### config.mk
export PLATFORM = sky130hd
export DESIGN_NAME = axi_master_port
export DESIGN_NICKNAME = d
export VERILOG_FILES = /design/src/rtl/axi_master_port_pkg.sv /design/src/rtl/axi_master_port.sv
export SDC_FILE = /design/constraint.sdc
export NUM_CORES = 1
export LEC_CHECK = 0
export BUFFER_PORTS_ARGS = -buffer_cell sky130_fd_sc_hd__buf_2
export CAP_MARGIN = 15
export CORE_ASPECT_RATIO = 1.4
export CORE_MARGIN = 4
export CORE_UTILIZATION = 30
export DETAILED_ROUTE_END_ITERATION = 16
export GPL_TIMING_DRIVEN = 0
export MAX_ROUTING_LAYER = met4
export PLACE_DENSITY = 0.75
export REMOVE_ABC_BUFFERS = 1
export SLEW_MARGIN = 15
export SYNTH_ARGS = -nofsm -noshare
export SYNTH_HDL_FRONTEND = slang
export SYNTH_SLANG_ARGS = --single-unit
### constraint.sdc
create_clock -name clk_i -period 2 [get_ports clk_i]
set_input_delay 0.2 -clock clk_i [delete_from_list [all_inputs] [get_ports clk_i]]
set_output_delay 0.2 -clock clk_i [all_outputs]
set_load 0.02 [all_outputs]
### src/rtl/axi_master_port_pkg.sv
// Shared AXI types for the single-outstanding master port: channel structs,
// burst/response encodings and the port FSM state enum.
package axi_master_port_pkg;

   localparam int AMP_ID_W_WIDTH     = 4;
   localparam int AMP_ID_R_WIDTH     = 4;
   localparam int AMP_ADDR_WIDTH     = 16;
   localparam int AMP_DATA_WIDTH     = 32;
   localparam int AMP_BYTE_WIDTH     = 8;
   localparam int AMP_STRB_WIDTH     = AMP_DATA_WIDTH / AMP_BYTE_WIDTH;
   localparam int AMP_ID_WIDTH       = 4;
   localparam int AMP_DEST_WIDTH     = 4;
   localparam int AMP_USER_WIDTH     = 4;

   localparam logic [1:0] AXI_BURST_FIXED = 2'b00;
   localparam logic [1:0] AXI_BURST_INCR  = 2'b01;
   localparam logic [1:0] AXI_BURST_WRAP  = 2'b10;

   localparam logic [1:0] AXI_RESP_OKAY   = 2'b00;
   localparam logic [1:0] AXI_RESP_EXOKAY = 2'b01;
   localparam logic [1:0] AXI_RESP_SLVERR = 2'b10;
   localparam logic [1:0] AXI_RESP_DECERR = 2'b11;

   typedef enum logic [2:0] {
      ST_IDLE, ST_AW, ST_W, ST_B, ST_AR, ST_R, ST_DONE
   } amp_state_e;

   // Master-driven channels
   typedef struct packed {
      logic [AMP_ID_W_WIDTH-1:0] aw_id;
      logic [AMP_ADDR_WIDTH-1:0] aw_addr;
      logic [7:0]                aw_len;
      logic [2:0]                aw_size;
      logic [1:0]                aw_burst;
      logic                      aw_valid;
      logic [AMP_DATA_WIDTH-1:0] w_data;
      logic [AMP_STRB_WIDTH-1:0] w_strb;
      logic                      w_last;
      logic                      w_valid;
`ifdef TID_PRESENT
      logic [AMP_ID_WIDTH-1:0]   t_id;
`endif
`ifdef TDEST_PRESENT
      logic [AMP_DEST_WIDTH-1:0] t_dest;
`endif
`ifdef TUSER_PRESENT
      logic [AMP_USER_WIDTH-1:0] t_user;
`endif
      logic                      b_ready;
      logic [AMP_ID_R_WIDTH-1:0] ar_id;
      logic [AMP_ADDR_WIDTH-1:0] ar_addr;
      logic [7:0]                ar_len;
      logic [2:0]                ar_size;
      logic [1:0]                ar_burst;
      logic                      ar_valid;
      logic                      r_ready;
   } axi_mosi_t;

   // Responder-driven channels
   typedef struct packed {
      logic                      aw_ready;
      logic                      w_ready;
      logic [AMP_ID_W_WIDTH-1:0] b_id;
      logic [1:0]                b_resp;
      logic                      b_valid;
      logic                      ar_ready;
      logic [AMP_ID_R_WIDTH-1:0] r_id;
      logic [AMP_DATA_WIDTH-1:0] r_data;
      logic [1:0]                r_resp;
      logic                      r_last;
      logic                      r_valid;
   } axi_miso_t;

   // Numerically larger response code is the more severe one
   function automatic logic [1:0] resp_worst(input logic [1:0] a, input logic [1:0] b);
      return (a > b) ? a : b;
   endfunction

endpackage

### src/rtl/axi_master_port.sv
// Single-outstanding AXI4 initiator: one INCR burst per command, write data
// streamed straight through (no buffering), read data streamed straight out.
// Channel struct field widths come from the package; the parameters below
// must stay equal to the package widths.
module axi_master_port
   import axi_master_port_pkg::*;
#(
   parameter int ID_W_WIDTH     = AMP_ID_W_WIDTH,
   parameter int ID_R_WIDTH     = AMP_ID_R_WIDTH,
   parameter int ADDR_WIDTH     = AMP_ADDR_WIDTH,
   parameter int AXI_DATA_WIDTH = AMP_DATA_WIDTH,
   parameter int BYTE_WIDTH     = AMP_BYTE_WIDTH,
   localparam int ID_MAX        = (ID_W_WIDTH > ID_R_WIDTH) ? ID_W_WIDTH : ID_R_WIDTH,
   localparam int STRB_W        = AXI_DATA_WIDTH / BYTE_WIDTH
) (
   input  logic                      clk_i,
   input  logic                      rst_n_i,
   input  logic                      cmd_valid_i,
   output logic                      cmd_ready_o,
   input  logic                      cmd_write_i,
   input  logic [ADDR_WIDTH-1:0]     cmd_addr_i,
   input  logic [7:0]                cmd_len_i,
   input  logic [ID_MAX-1:0]         cmd_id_i,
   input  logic [AXI_DATA_WIDTH-1:0] wdata_i,
   input  logic [STRB_W-1:0]         wstrb_i,
   input  logic                      wvalid_i,
   output logic                      wready_o,
   output logic [AXI_DATA_WIDTH-1:0] rdata_o,
   output logic                      rvalid_o,
   input  logic                      rready_i,
   output logic                      rlast_o,
   output logic                      done_o,
   output logic [1:0]                resp_o,
   output axi_mosi_t                 out_mosi_o,
   input  axi_miso_t                 out_miso_i
);

   localparam int         BYTES = AXI_DATA_WIDTH / 8;
   localparam logic [2:0] SIZE  = 3'($clog2(BYTES));

   amp_state_e            state_q, state_d;
   logic [ADDR_WIDTH-1:0] addr_q, addr_d;
   logic [7:0]            len_q, len_d;
   logic [ID_MAX-1:0]     id_q, id_d;
   logic [7:0]            beat_q, beat_d;
   logic [1:0]            acc_q, acc_d;
   logic [1:0]            resp_q, resp_d;
   logic [1:0]            r_worst;
   logic                  last_beat;

   // Burst end measured from the 4 KiB page start; wide enough for 256 beats
   logic [23:0]           burst_end;
   logic                  crosses_4k;

   assign burst_end  = 24'(cmd_addr_i[11:0]) + ((24'(cmd_len_i) + 24'd1) * 24'(BYTES));
   assign crosses_4k = (burst_end > 24'd4096);
   assign last_beat  = (beat_q == len_q);
   assign rdata_o    = out_miso_i.r_data;
   // Completion response is live during DONE and then held until the next one
   assign resp_o     = (state_q == ST_DONE) ? acc_q : resp_q;

   logic unused_bid;
   assign unused_bid = ^out_miso_i.b_id;

   // State and command context registers
   always_ff @(posedge clk_i or negedge rst_n_i) begin
      if (!rst_n_i) begin
         state_q <= ST_IDLE;
         addr_q  <= '0;
         len_q   <= '0;
         id_q    <= '0;
         beat_q  <= '0;
         acc_q   <= AXI_RESP_OKAY;
         resp_q  <= AXI_RESP_OKAY;
      end else begin
         state_q <= state_d;
         addr_q  <= addr_d;
         len_q   <= len_d;
         id_q    <= id_d;
         beat_q  <= beat_d;
         acc_q   <= acc_d;
         resp_q  <= resp_d;
      end
   end

   // Next state, beat counter, response accumulation and channel outputs
   always_comb begin
      state_d     = state_q;
      addr_d      = addr_q;
      len_d       = len_q;
      id_d        = id_q;
      beat_d      = beat_q;
      acc_d       = acc_q;
      resp_d      = resp_q;
      r_worst     = resp_worst(acc_q, out_miso_i.r_resp);
      cmd_ready_o = 1'b0;
      wready_o    = 1'b0;
      rvalid_o    = 1'b0;
      rlast_o     = 1'b0;
      done_o      = 1'b0;

      // Address/control fields track the latched command; only valids gate them
      out_mosi_o          = '0;
      out_mosi_o.aw_id    = id_q[ID_W_WIDTH-1:0];
      out_mosi_o.aw_addr  = addr_q;
      out_mosi_o.aw_len   = len_q;
      out_mosi_o.aw_size  = SIZE;
      out_mosi_o.aw_burst = AXI_BURST_INCR;
      out_mosi_o.w_data   = wdata_i;
      out_mosi_o.w_strb   = wstrb_i;
      out_mosi_o.w_last   = last_beat;
      out_mosi_o.ar_id    = id_q[ID_R_WIDTH-1:0];
      out_mosi_o.ar_addr  = addr_q;
      out_mosi_o.ar_len   = len_q;
      out_mosi_o.ar_size  = SIZE;
      out_mosi_o.ar_burst = AXI_BURST_INCR;

      unique case (state_q)
         ST_IDLE: begin
            cmd_ready_o = 1'b1;
            if (cmd_valid_i) begin
               addr_d = cmd_addr_i;
               len_d  = cmd_len_i;
               id_d   = cmd_id_i;
               beat_d = '0;
               acc_d  = AXI_RESP_OKAY;
               // A burst crossing a 4 KiB page is refused without touching the bus
               if (crosses_4k) begin
                  acc_d   = AXI_RESP_SLVERR;
                  state_d = ST_DONE;
               end else begin
                  state_d = cmd_write_i ? ST_AW : ST_AR;
               end
            end
         end
         ST_AW: begin
            out_mosi_o.aw_valid = 1'b1;
            if (out_miso_i.aw_ready) state_d = ST_W;
         end
         ST_W: begin
            out_mosi_o.w_valid = wvalid_i;
            wready_o           = out_miso_i.w_ready;
            if (wvalid_i && out_miso_i.w_ready) begin
               beat_d = beat_q + 8'd1;
               if (last_beat) state_d = ST_B;
            end
         end
         ST_B: begin
            out_mosi_o.b_ready = 1'b1;
            if (out_miso_i.b_valid) begin
               acc_d   = out_miso_i.b_resp;
               state_d = ST_DONE;
            end
         end
         ST_AR: begin
            out_mosi_o.ar_valid = 1'b1;
            if (out_miso_i.ar_ready) state_d = ST_R;
         end
         ST_R: begin
            out_mosi_o.r_ready = rready_i;
            rvalid_o           = out_miso_i.r_valid;
            rlast_o            = out_miso_i.r_last;
            if (out_miso_i.r_valid && rready_i) begin
               // Protocol violations force SLVERR but never mask a DECERR
               if ((out_miso_i.r_id != id_q[ID_R_WIDTH-1:0]) ||
                   (out_miso_i.r_last != last_beat))
                  r_worst = resp_worst(r_worst, AXI_RESP_SLVERR);
               acc_d  = r_worst;
               beat_d = beat_q + 8'd1;
               if (last_beat) state_d = ST_DONE;
            end
         end
         ST_DONE: begin
            done_o  = 1'b1;
            resp_d  = acc_q;
            state_d = ST_IDLE;
         end
         default: state_d = ST_IDLE;
      endcase
   end

endmodule

==> results of run 1 <==
## through the flow
step | area (sq um) | instances | worst slack (ns) | hold slack (ns)
after floorplan | 2770 | 280 | -0.356 | -0.0956
after global placement | 3530 | 543 | -0.883 | 0.400
after detailed placement | 3550 | 544 | -0.712 | 0.400
after CTS | 3950 | 558 | -0.130 | 0.123
after global routing | 4150 | 570 | -0.252 | 0.143
final | 4150 | 570 | -0.175 | 0.0912
## what timing repair did
item | CTS | global route
cloned | 0 | 1
endpoints found under the setup margin | 33 | 15
pin swaps | 19 | 16
buffers inserted | 6 | 11
gates resized for setup | 43 | 16
## area by class of cell
| type | count | share of cell area (%) |
|---|---|---|
| Timing Repair Buffer | 135 | 18.7 |
| Tap cell | 147 | 4.43 |
| Clock buffer | 5 | 3.01 |
| Multi-Input combinational cell | 224 | 45.6 |
| Sequential cell | 43 | 26.1 |
| Clock inverter | 3 | 1.05 |
| Inverter | 13 | 1.18 |
## layer usage
layer / up-vias / GRT usage, % / routed length [um]
met5: - / - / 0
met2: 214 / 38.8 / 8280
met4: 0 / 3.00 / 165
met3: 11 / 23.7 / 3760
li1: 1271 / - / -
met1: 1289 / 15.0 / 3610
## worst max-delay path, stage by stage
cell       delay [ns]
buf_4            0.12
and3_4           0.19
nand3_4          0.10
xnor2_4          0.16
ha_4             0.17
buf_4            0.15
o21a_1           0.17
o21a_1           0.23
a31oi_2          0.22
o2111ai_2        0.17
nand4_4          0.16
nand2_2          0.08
o211a_1          0.21
## sequential cells by signal, indices dropped and copies added, names as in the netlist
| signal | cells |
|---|---|
| acc_q | 2 |
| addr_q | 16 |
| beat_q | 8 |
| id_q | 4 |
| len_q | 8 |
| resp_q | 2 |
| state_q | 3 |
## synth_stat cells (5+ instances only)
master / number / share of area (%)
dfrtp_1: 43 / 30
inv_1: 13 / 1.4
o21ai_0: 12 / 1.7
nand2_1: 18 / 1.9
xnor2_1: 15 / 3.7
o21a_1: 5 / 1.0
nor2_1: 20 / 2.1
xor2_1: 13 / 3.2
nand3_1: 9 / 1.3
and3_1: 10 / 1.7
ha_1: 15 / 5.2
buf_4: 108 / 23
a21oi_1: 13 / 1.8
buf_2: 6 / 0.84
mux2_2: 29 / 9.1
## power groups by stage
stage               sequential (uW)  combinational, uW  clock (uW)
floorplan                      2380               1320           0
global placement               1690               3030           0
detailed placement             1720               3100           0
CTS                            1720               3200         992
global route                   1800               3690        1020
finish                         1710               3440         964
## final timing paths
path	slack, ns	cells past startpoint	startpoint	end
worst max-delay path	-0.18	13	cmd_len_i[4]	state_q[0]
worst min-delay path	0.09	1	rst_n_i	addr_q[11]
worst max register to register	0.05	7	state_q[0]	state_q[0]
worst min register to register	0.50	2	resp_q[0]	resp_q[0]
max in group asynchronous	1.15	1	rst_n_i	state_q[1]
min in group clk_i	0.14	2	cmd_id_i[2]	id_q[2]
## logic make-up (layout without fill, tap and decap cells)
logic type	after synthesis	count (layout)	share of synthesized area, %
other cells	2	10	0.210
xor+xnor	28	28	6.84
buf+inv	129	156	25.0
mux	29	29	9.11
compound gates	55	55	10.5
flops	43	43	30.0
simple gates	86	86	12.5
fa+ha+maj	16	16	5.80
==> metrics, run 1 <==
Final nets 558; clock root cell clkbuf_16; Synth Area per Inst 9.24 sq um; Worst Setup Path Type in2reg; Clock Path Buffers 2; die area 0.0138 sq mm; Worst slew margin 30.9%; Final TNS setup -0.581 ns; P_leak 0.00197 uW; CTS tree built; Final period util 109%; Synth warnings 0; Mapped Cells 388; fin worst setup slack -0.175 ns; total wire length 15800 um; Slew Limit Fails 0; Core ar. 0.0118 sq mm; commonest non-fill, non-tap cell in the layout buf_2; layout cells sized above 1 50.8%; final setup violation count 4; Synth Cell Area 0.00358 sq mm; cts bufs inserted 5; Port Buffers 116; dpl hpwl 13500 um; clock latency on the worst-skew pair 0.29 ns; Netlist cell types 49; violations in the final reports negative setup slack; P per Cell Area 1470 mW/mm^2; clock-pin slew on the worst setup and hold paths 0.07 ns; Clk pwr share 15.8%; Register Area 0.00108 sq mm; Iter 0 DRT Violations 57; Pint 3310 uW; DRT Pass-1 Iters 4; Max-Cap Viols 0; worst hold-check path type in2async; initial antenna violation count 0; die height 137 um; die width 100 um; I/O Pins 267; fin util 35.3%; sequential area share after synthesis 30.0%; Post-synth EDFFs 0; Flop pwr share 28.0%; first-pass GRT wire length 20400 um; Antenna Nets Post-Route 0; fmax 460 MHz; All-Layer GR Usage 22.1%; worst-path fanout max 5; combinational power share 56.2%; Synth async-reset ratio 100%; H-tree depth 2; Worst EP required 2.17 ns; final hold viol count 0; routed len/inst 27.8 um; Placer Congestion 0.897; worst path arrival time 2.35 ns; Initial Util 30.5%; Setup crit end kind flip-flop; critical path launch point type input port; global route overflow 0; number of global-route vias before repair 2580; largest net degree at the start of global routing 44; Worst-Margin Slew 1.04 ns; vias per inst 4.89; Tot Pwr 6120 uW; Fillers 1221; #FFs+latches synth 43; outcome complete, but fails checks; sw frac 45.9%; multi-input combinational cell area 0.00189 sq mm; Synth Flop Type dfrtp_1; most frequent cells in the layout buf_2, dfrtp_1, mux2_2, nor2_1, buf_4; Remaining DRCs 0; number of cell rows 47; CTS sink cnt 43; ant diodes 0; Via Count 2785; worst clock skew 0.00806 ns; Peak VDD IR 0.000791 V; Hold Buf Count CTS 0; RSZ-0062 raised after global routing yes; Area Growth Syn to Fin 15.9%; Sw Pwr 2810 uW; min cycle time layout 2.18 ns
Power figures use the tool's default switching activity.
==> run 2: changes to the inputs <==
--- a/config.mk
+++ b/config.mk
@@ -6,8 +6,7 @@
 export NUM_CORES = 1
 export LEC_CHECK = 0
 export BUFFER_PORTS_ARGS = -buffer_cell sky130_fd_sc_hd__buf_2
-export CAP_MARGIN = 15
-export CORE_ASPECT_RATIO = 1.4
+export CAP_MARGIN = 10
 export CORE_MARGIN = 4
 export CORE_UTILIZATION = 30
 export DETAILED_ROUTE_END_ITERATION = 16
==> run 2 against run 1 <==
The run still ends with negative setup slack left. First-iteration DRC count rose by 150%. Setup slack got worse by 0.0039 ns. Clock-buffer cell count rose by 1. Sequential cell count stayed put. Worst hold slack worse by 0.0048 ns. Core utilization increased by 0.16 points. Global-route usage grew 0.88 points. Clock power shrank 10%. Critical path depth is 3 lower. Combinational power down 3%. Critical endpoint is now state_q[2]. Highest routed layer unchanged.
==> metrics, run 2 (synthesized netlist as in run 1, its figures left out) <==
Clock Path Buffers 2 (unchanged); CTS tree built; All-Layer GR Usage 23.0% (+0.88 points); most frequent cells in the layout buf_2, dfrtp_1, mux2_2, nor2_1; Pint 3140 uW (-5.2%); Antenna Nets Post-Route 0 (unchanged); Worst EP required 2.17 ns (about the same); clock-pin slew on the worst setup and hold paths 0.06 ns (about the same); die height 117 um (-15%); Final period util 109% (+0.20 points); routed len/inst 28.5 um (+2.8%); outcome complete, but fails checks; combinational power share 56.2% (about the same); ant diodes 0 (unchanged); initial antenna violation count 0 (unchanged); I/O Pins 267 (unchanged); Placer Congestion 0.929 (+3.6%); fin util 35.5% (+0.16 points); global route overflow 0 (unchanged); Peak VDD IR 0.000640 V (-19%); Largest register FFs 16 (unchanged); P_leak 0.00194 uW (-1.7%); Iter 0 DRT Violations 140 (+150%); Via Count 2850 (+2.3%); Remaining DRCs 0 (unchanged); Setup WS pre-CTS -0.692 ns (+0.0193 ns); critical path launch point type input port; worst-path fanout max 4 (-1); min cycle time layout 2.18 ns (+0.00391 ns); worst hold-check path type in2async; Core ar. 0.0116 sq mm (-1.7%); CTS sink cnt 43 (unchanged); Clk pwr share 14.6% (-1.2 points); cts bufs inserted 5 (unchanged); fin worst setup slack -0.179 ns (-0.00391 ns); violations in the final reports negative setup slack; largest net degree at the start of global routing 44 (unchanged); H-tree depth 2 (unchanged); DRT Pass-1 Iters 4 (unchanged); total wire length 16100 um (+1.9%); Worst slew margin 31.6% (+0.70 points); Max-Cap Viols 0 (unchanged); Final nets 557 (-0.18%); first-pass GRT wire length 21000 um (+2.8%); post-route design area 0.00410 sq mm (-1.2%); Flop pwr share 29.2% (+1.2 points); Worst Setup Path Type in2reg; worst path arrival time 2.35 ns (about the same); layout cells sized above 1 50.5% (-0.35 points); number of global-route vias before repair 2701 (+4.7%); worst clock skew 0.00704 ns (-0.00102 ns); Slew Limit Fails 0 (unchanged); Port Buffers 116 (unchanged); Worst-Margin Slew 1.03 ns (-0.0105 ns); P per Cell Area 1450 mW/mm^2 (-1.5%); Sw Pwr 2820 uW (+0.32%); number of cell rows 39 (-17%); Area Growth Syn to Fin 14.5%; Initial Util 31.0% (+0.52 points); multi-input combinational cell area 0.00189 sq mm (-0.20%); die area 0.0138 sq mm (-0.18%); fmax 459 MHz (-0.18%); RSZ-0062 raised after global routing yes; vias per inst 5.04 (+3.2%); final setup violation count 4 (unchanged); final hold viol count 0 (unchanged); commonest non-fill, non-tap cell in the layout buf_2; Setup crit end kind flip-flop; Reg with most FFs addr_q; clock root cell clkbuf_16; DP Area 0.00353 sq mm (-0.70%); die width 117 um (+17%); sw frac 47.3% (+1.4 points); Tot Pwr 5950 uW (-2.7%); Final TNS setup -0.620 ns (-0.0392 ns); Fillers 1137 (-6.9%); dpl hpwl 13500 um (about the same); Register Area 0.00108 sq mm (unchanged); Largest regs addr_q (16), beat_q (8), len_q (8); clock latency on the worst-skew pair 0.29 ns (about the same)
==> run 2: cell types whose count changed in the layout (fill, tap and decap cells not counted), sizes merged <==
cell	delta
buf	-2
and2	+1
bufinv	-1
clkbuf	+1
clkinv	-1
clkinvlp	+1
==> run 2: through the flow <==
| stage | hold slack, ns | std cells |
|---|---|---|
| detailed placement | 0.400 | 539 |
| finish | 0.0864 | 565 |
| floorplan | -0.0956 | 280 |
| global placement | 0.400 | 539 |
| CTS | 0.126 | 555 |
| global route | 0.143 | 565 |
==> run 2: worst max-delay path: stages <==
cell	delay, ns
buf_8	0.11
ha_4	0.24
ha_1	0.31
a211oi_2	0.37
o21ai_0	0.15
a21oi_1	0.25
xor2_1	0.31
nand4_4	0.17
a21boi_1	0.17
o21ai_1	0.07
==> run 2: layout make-up <==
class / instances / area share (%)
sequential: 43 / 26.4
clock inverter: 2 / 0.397
clock buffer: 6 / 3.39
multi-input combinational: 225 / 46.1
timing repair buffer: 133 / 18.2
inverter: 13 / 1.19
tap: 143 / 4.36
==> run 2: power by group through the flow <==
stage               Clock [uW]  Combinational, uW  Sequential [uW]
finish                     867               3340             1740
CTS                        886               3200             1740
detailed placement           0               3060             1750
global route               921               3620             1830
floorplan                    0               1320             2380
global placement             0               3030             1710
==> run 2: path summary, 6_finish.rpt <==
check | from | end | slack, ns | depth (start not counted)
max | cmd_len_i[1] | state_q[2] | -0.18 | 10
min | rst_n_i | acc_q[0] | 0.09 | 1
max reg2reg | state_q[2] | state_q[0] | 0.05 | 7
min reg2reg | resp_q[0] | resp_q[0] | 0.49 | 2
max in group asynchronous | rst_n_i | state_q[1] | 1.16 | 1
min in group clk_i | cmd_addr_i[12] | addr_q[12] | 0.14 | 2
==> run 2: routing by layer <==
metal / share of wire (%) / GRT usage, % / vias up
li1: - / - / 1269
met5: 0 / - / -
met4: 1.3 / 3.67 / 0
met3: 25 / 25.6 / 13
met1: 24 / 16.3 / 1327
met2: 50 / 38.7 / 241
==> run 2: what timing repair did <==
action / in CTS / in global routing
endpoints found under the setup margin: 41 / 40
pin swaps: 16 / 21
resized for setup: 39 / 25
hold buffers: 0 / 0
cloned: 1 / 0
setup buffers: 7 / 10
==> run 3: changes to the inputs <==
--- a/config.mk
+++ b/config.mk
@@ -18,3 +18,4 @@
 export SYNTH_ARGS = -nofsm -noshare
 export SYNTH_HDL_FRONTEND = slang
 export SYNTH_SLANG_ARGS = --single-unit
+export TNS_END_PERCENT = 20
==> run 3 against run 2 <==
The run still ends with negative setup slack left. Die area unchanged. Non-clock buffer count fell by 2. Worst hold slack worse by 0.00086 ns. First-iteration DRC count up 2.1%. Clock-buffer cell count stayed put. Critical endpoint unchanged. Largest cell class unchanged.
==> metrics, run 3 (synthesized netlist as in run 1, its figures left out) <==
fin cells 563 (-0.35%); CTS sink cnt 43 (unchanged); dpl hpwl 13500 um (unchanged); Port Buffers 116 (unchanged); Worst-Margin Slew 1.02 ns (-0.00641 ns); Clock Path Buffers 2 (unchanged); Worst slew margin 32.1% (+0.43 points); DP Area 0.00353 sq mm (unchanged); Area Growth Syn to Fin 14.0%; Tot Pwr 5920 uW (-0.55%); Slew Limit Fails 0 (unchanged); layout cells sized above 1 50.2% (-0.24 points); met1 GRT Util 16.2% (-0.13 points); Antenna Nets Post-Route 0 (unchanged); CTS tree built; Clk pwr share 14.5% (about the same); Sw Pwr 2800 uW (-0.50%); Final Hold Slack 0.0856 ns (-0.000865 ns); worst reg2reg startpoint state_q[2]; grt peak-use layer met2; largest net degree at the start of global routing 44 (unchanged); All-Layer GR Usage 23.0% (about the same); sw frac 47.4% (about the same); Worst EP required 2.17 ns (about the same); Core ar. 0.0116 sq mm (unchanged); Cell Chain, Critical Path buf_8 -> ha_4 -> nand3_4 -> nor2_4 -> xor2_1 -> ha_2 -> or3_4 -> o21bai_4 -> a211o_1 -> o2111ai_2 -> nand4_4 -> a21boi_1 -> o21ai_1; DRT Pass-1 Iters 4 (unchanged); Initial Util 31.0% (unchanged); number of global-route vias before repair 2700 (-0.037%); P per Cell Area 1450 mW/mm^2 (-0.18%); clock root cell clkbuf_16; Via Count 2857 (+0.25%); commonest non-fill, non-tap cell in the layout buf_2; critical path launch point type input port; Hold Buf Count CTS 0 (unchanged); fmax 464 MHz (+1.2%); vias per inst 5.07 (+0.60%); Largest regs addr_q (16), beat_q (8), len_q (8); Max-Cap Viols 0 (unchanged); post-route design area 0.00409 sq mm (-0.37%); RSZ-0062 raised after global routing yes; combinational power share 56.1% (about the same); total wire length 16100 um (-0.42%); first-pass GRT wire length 20900 um (-0.10%); Final period util 108% (-1.3 points); P_leak 0.00193 uW (-0.54%); cts bufs inserted 5 (unchanged); number of cell rows 39 (unchanged); worst clock skew 0.00807 ns (+0.00103 ns); clock-pin slew on the worst setup and hold paths 0.06 ns (about the same); final hold viol count 0 (unchanged); most frequent cells in the layout buf_2, dfrtp_1, mux2_2, nor2_1, nand2_1; ant diodes 0 (unchanged); worst path arrival time 2.32 ns (-0.03 ns); final setup violation count 4 (unchanged); I/O Pins 267 (unchanged); Flop pwr share 29.4% (+0.2 points); DP Cell Count 539 (unchanged); fin worst setup slack -0.153 ns (+0.0259 ns); global route overflow 0 (unchanged); Worst Setup Path Type in2reg; initial antenna violation count 0 (unchanged); met3 GRT Util 25.6% (unchanged); Setup crit end kind flip-flop; CP max stage delay 0.34 ns (-0.03 ns); die area 0.0138 sq mm (unchanged); Iter 0 DRT Violations 143 (+2.1%); Setup WS pre-CTS -0.692 ns (unchanged); grt met2 use 38.5% (-0.19 points); clock latency on the worst-skew pair 0.29 ns (about the same); worst-path fanout max 5 (+1); routed len/inst 28.5 um (about the same); Remaining DRCs 0 (unchanged); H-tree depth 2 (unchanged); Reg with most FFs addr_q; min cycle time layout 2.15 ns (-0.0259 ns); Peak VDD IR 0.000640 V (about the same); die width 117 um (unchanged); worst hold-check path type in2async; Fillers 1137 (unchanged); outcome complete, but fails checks; crit path launch cmd_len_i[0]; Pint 3120 uW (-0.59%); CP max-delay cell or3_4; Placer Congestion 0.929 (unchanged); Final nets 555 (-0.36%); die height 117 um (unchanged); Largest register FFs 16 (unchanged); violations in the final reports negative setup slack
## run 3: changes by cell type in the layout (fill, tap and decap cells not counted)
cell | before | now
buf_4 | 17 | 15
## run 3: worst paths after layout
| check | to | slack (ns) | cells past startpoint |
|---|---|---|---|
| worst max-delay path | state_q[2] | -0.15 | 13 |
| worst min-delay path | acc_q[0] | 0.09 | 1 |
| worst max register to register | addr_q[13] | 0.06 | 6 |
| worst min register to register | resp_q[0] | 0.49 | 2 |
| max in group asynchronous | state_q[1] | 1.17 | 1 |
| min in group clk_i | addr_q[12] | 0.14 | 2 |
## run 3: final cells by class
cell class | instances | area (sq um) | share of cell area (%)
clock buffer | 6 | 139 | 3.40
clock inverter | 2 | 16.3 | 0.398
inverter | 13 | 48.8 | 1.19
multi-input combinational | 225 | 1890 | 46.2
sequential | 43 | 1080 | 26.5
tap | 143 | 179 | 4.38
timing repair buffer | 131 | 732 | 17.9
## run 3: power by group through the flow
| stage | combinational, uW | sequential (uW) | clock, uW |
|---|---|---|---|
| global route | 3600 | 1830 | 921 |
| detailed placement | 3060 | 1750 | 0 |
| finish | 3320 | 1740 | 860 |
| global placement | 3030 | 1710 | 0 |
| floorplan | 1320 | 2380 | 0 |
| CTS | 3190 | 1730 | 886 |
## run 3: layer usage
metal	part of all wire (%)	vias up
met1	24	1330
met3	26	19
met4	1.7	0
met5	0	-
met2	49	244
li1	-	1264
## run 3: timing repair
action                     CTS  global route
setup endpoints to repair   41            40
pin swaps                   16            20
cloned                       1             0
buffers inserted             7             8
gates resized for setup     39            25
## run 3: worst max-delay path: cells and delay by family
| family | cells | cell delay (ns) |
|---|---|---|
| buffers and inverters | 1 | 0.11 |
| adder cells (fa/ha/maj) | 2 | 0.36 |
| AO/OA/AOI/OAI | 5 | 0.85 |
| AND/OR/NAND/NOR | 4 | 0.65 |
| XOR/XNOR | 1 | 0.17 |
## run 3: per-stage QoR
stage	TNS (ns)	util [%]
final	-0.509	35.3
after global placement	-26.78	30.5
after detailed placement	-11.27	30.5
after CTS	-0.551	33.7
after floorplan	-11.35	-
after global routing	-0.976	35.3
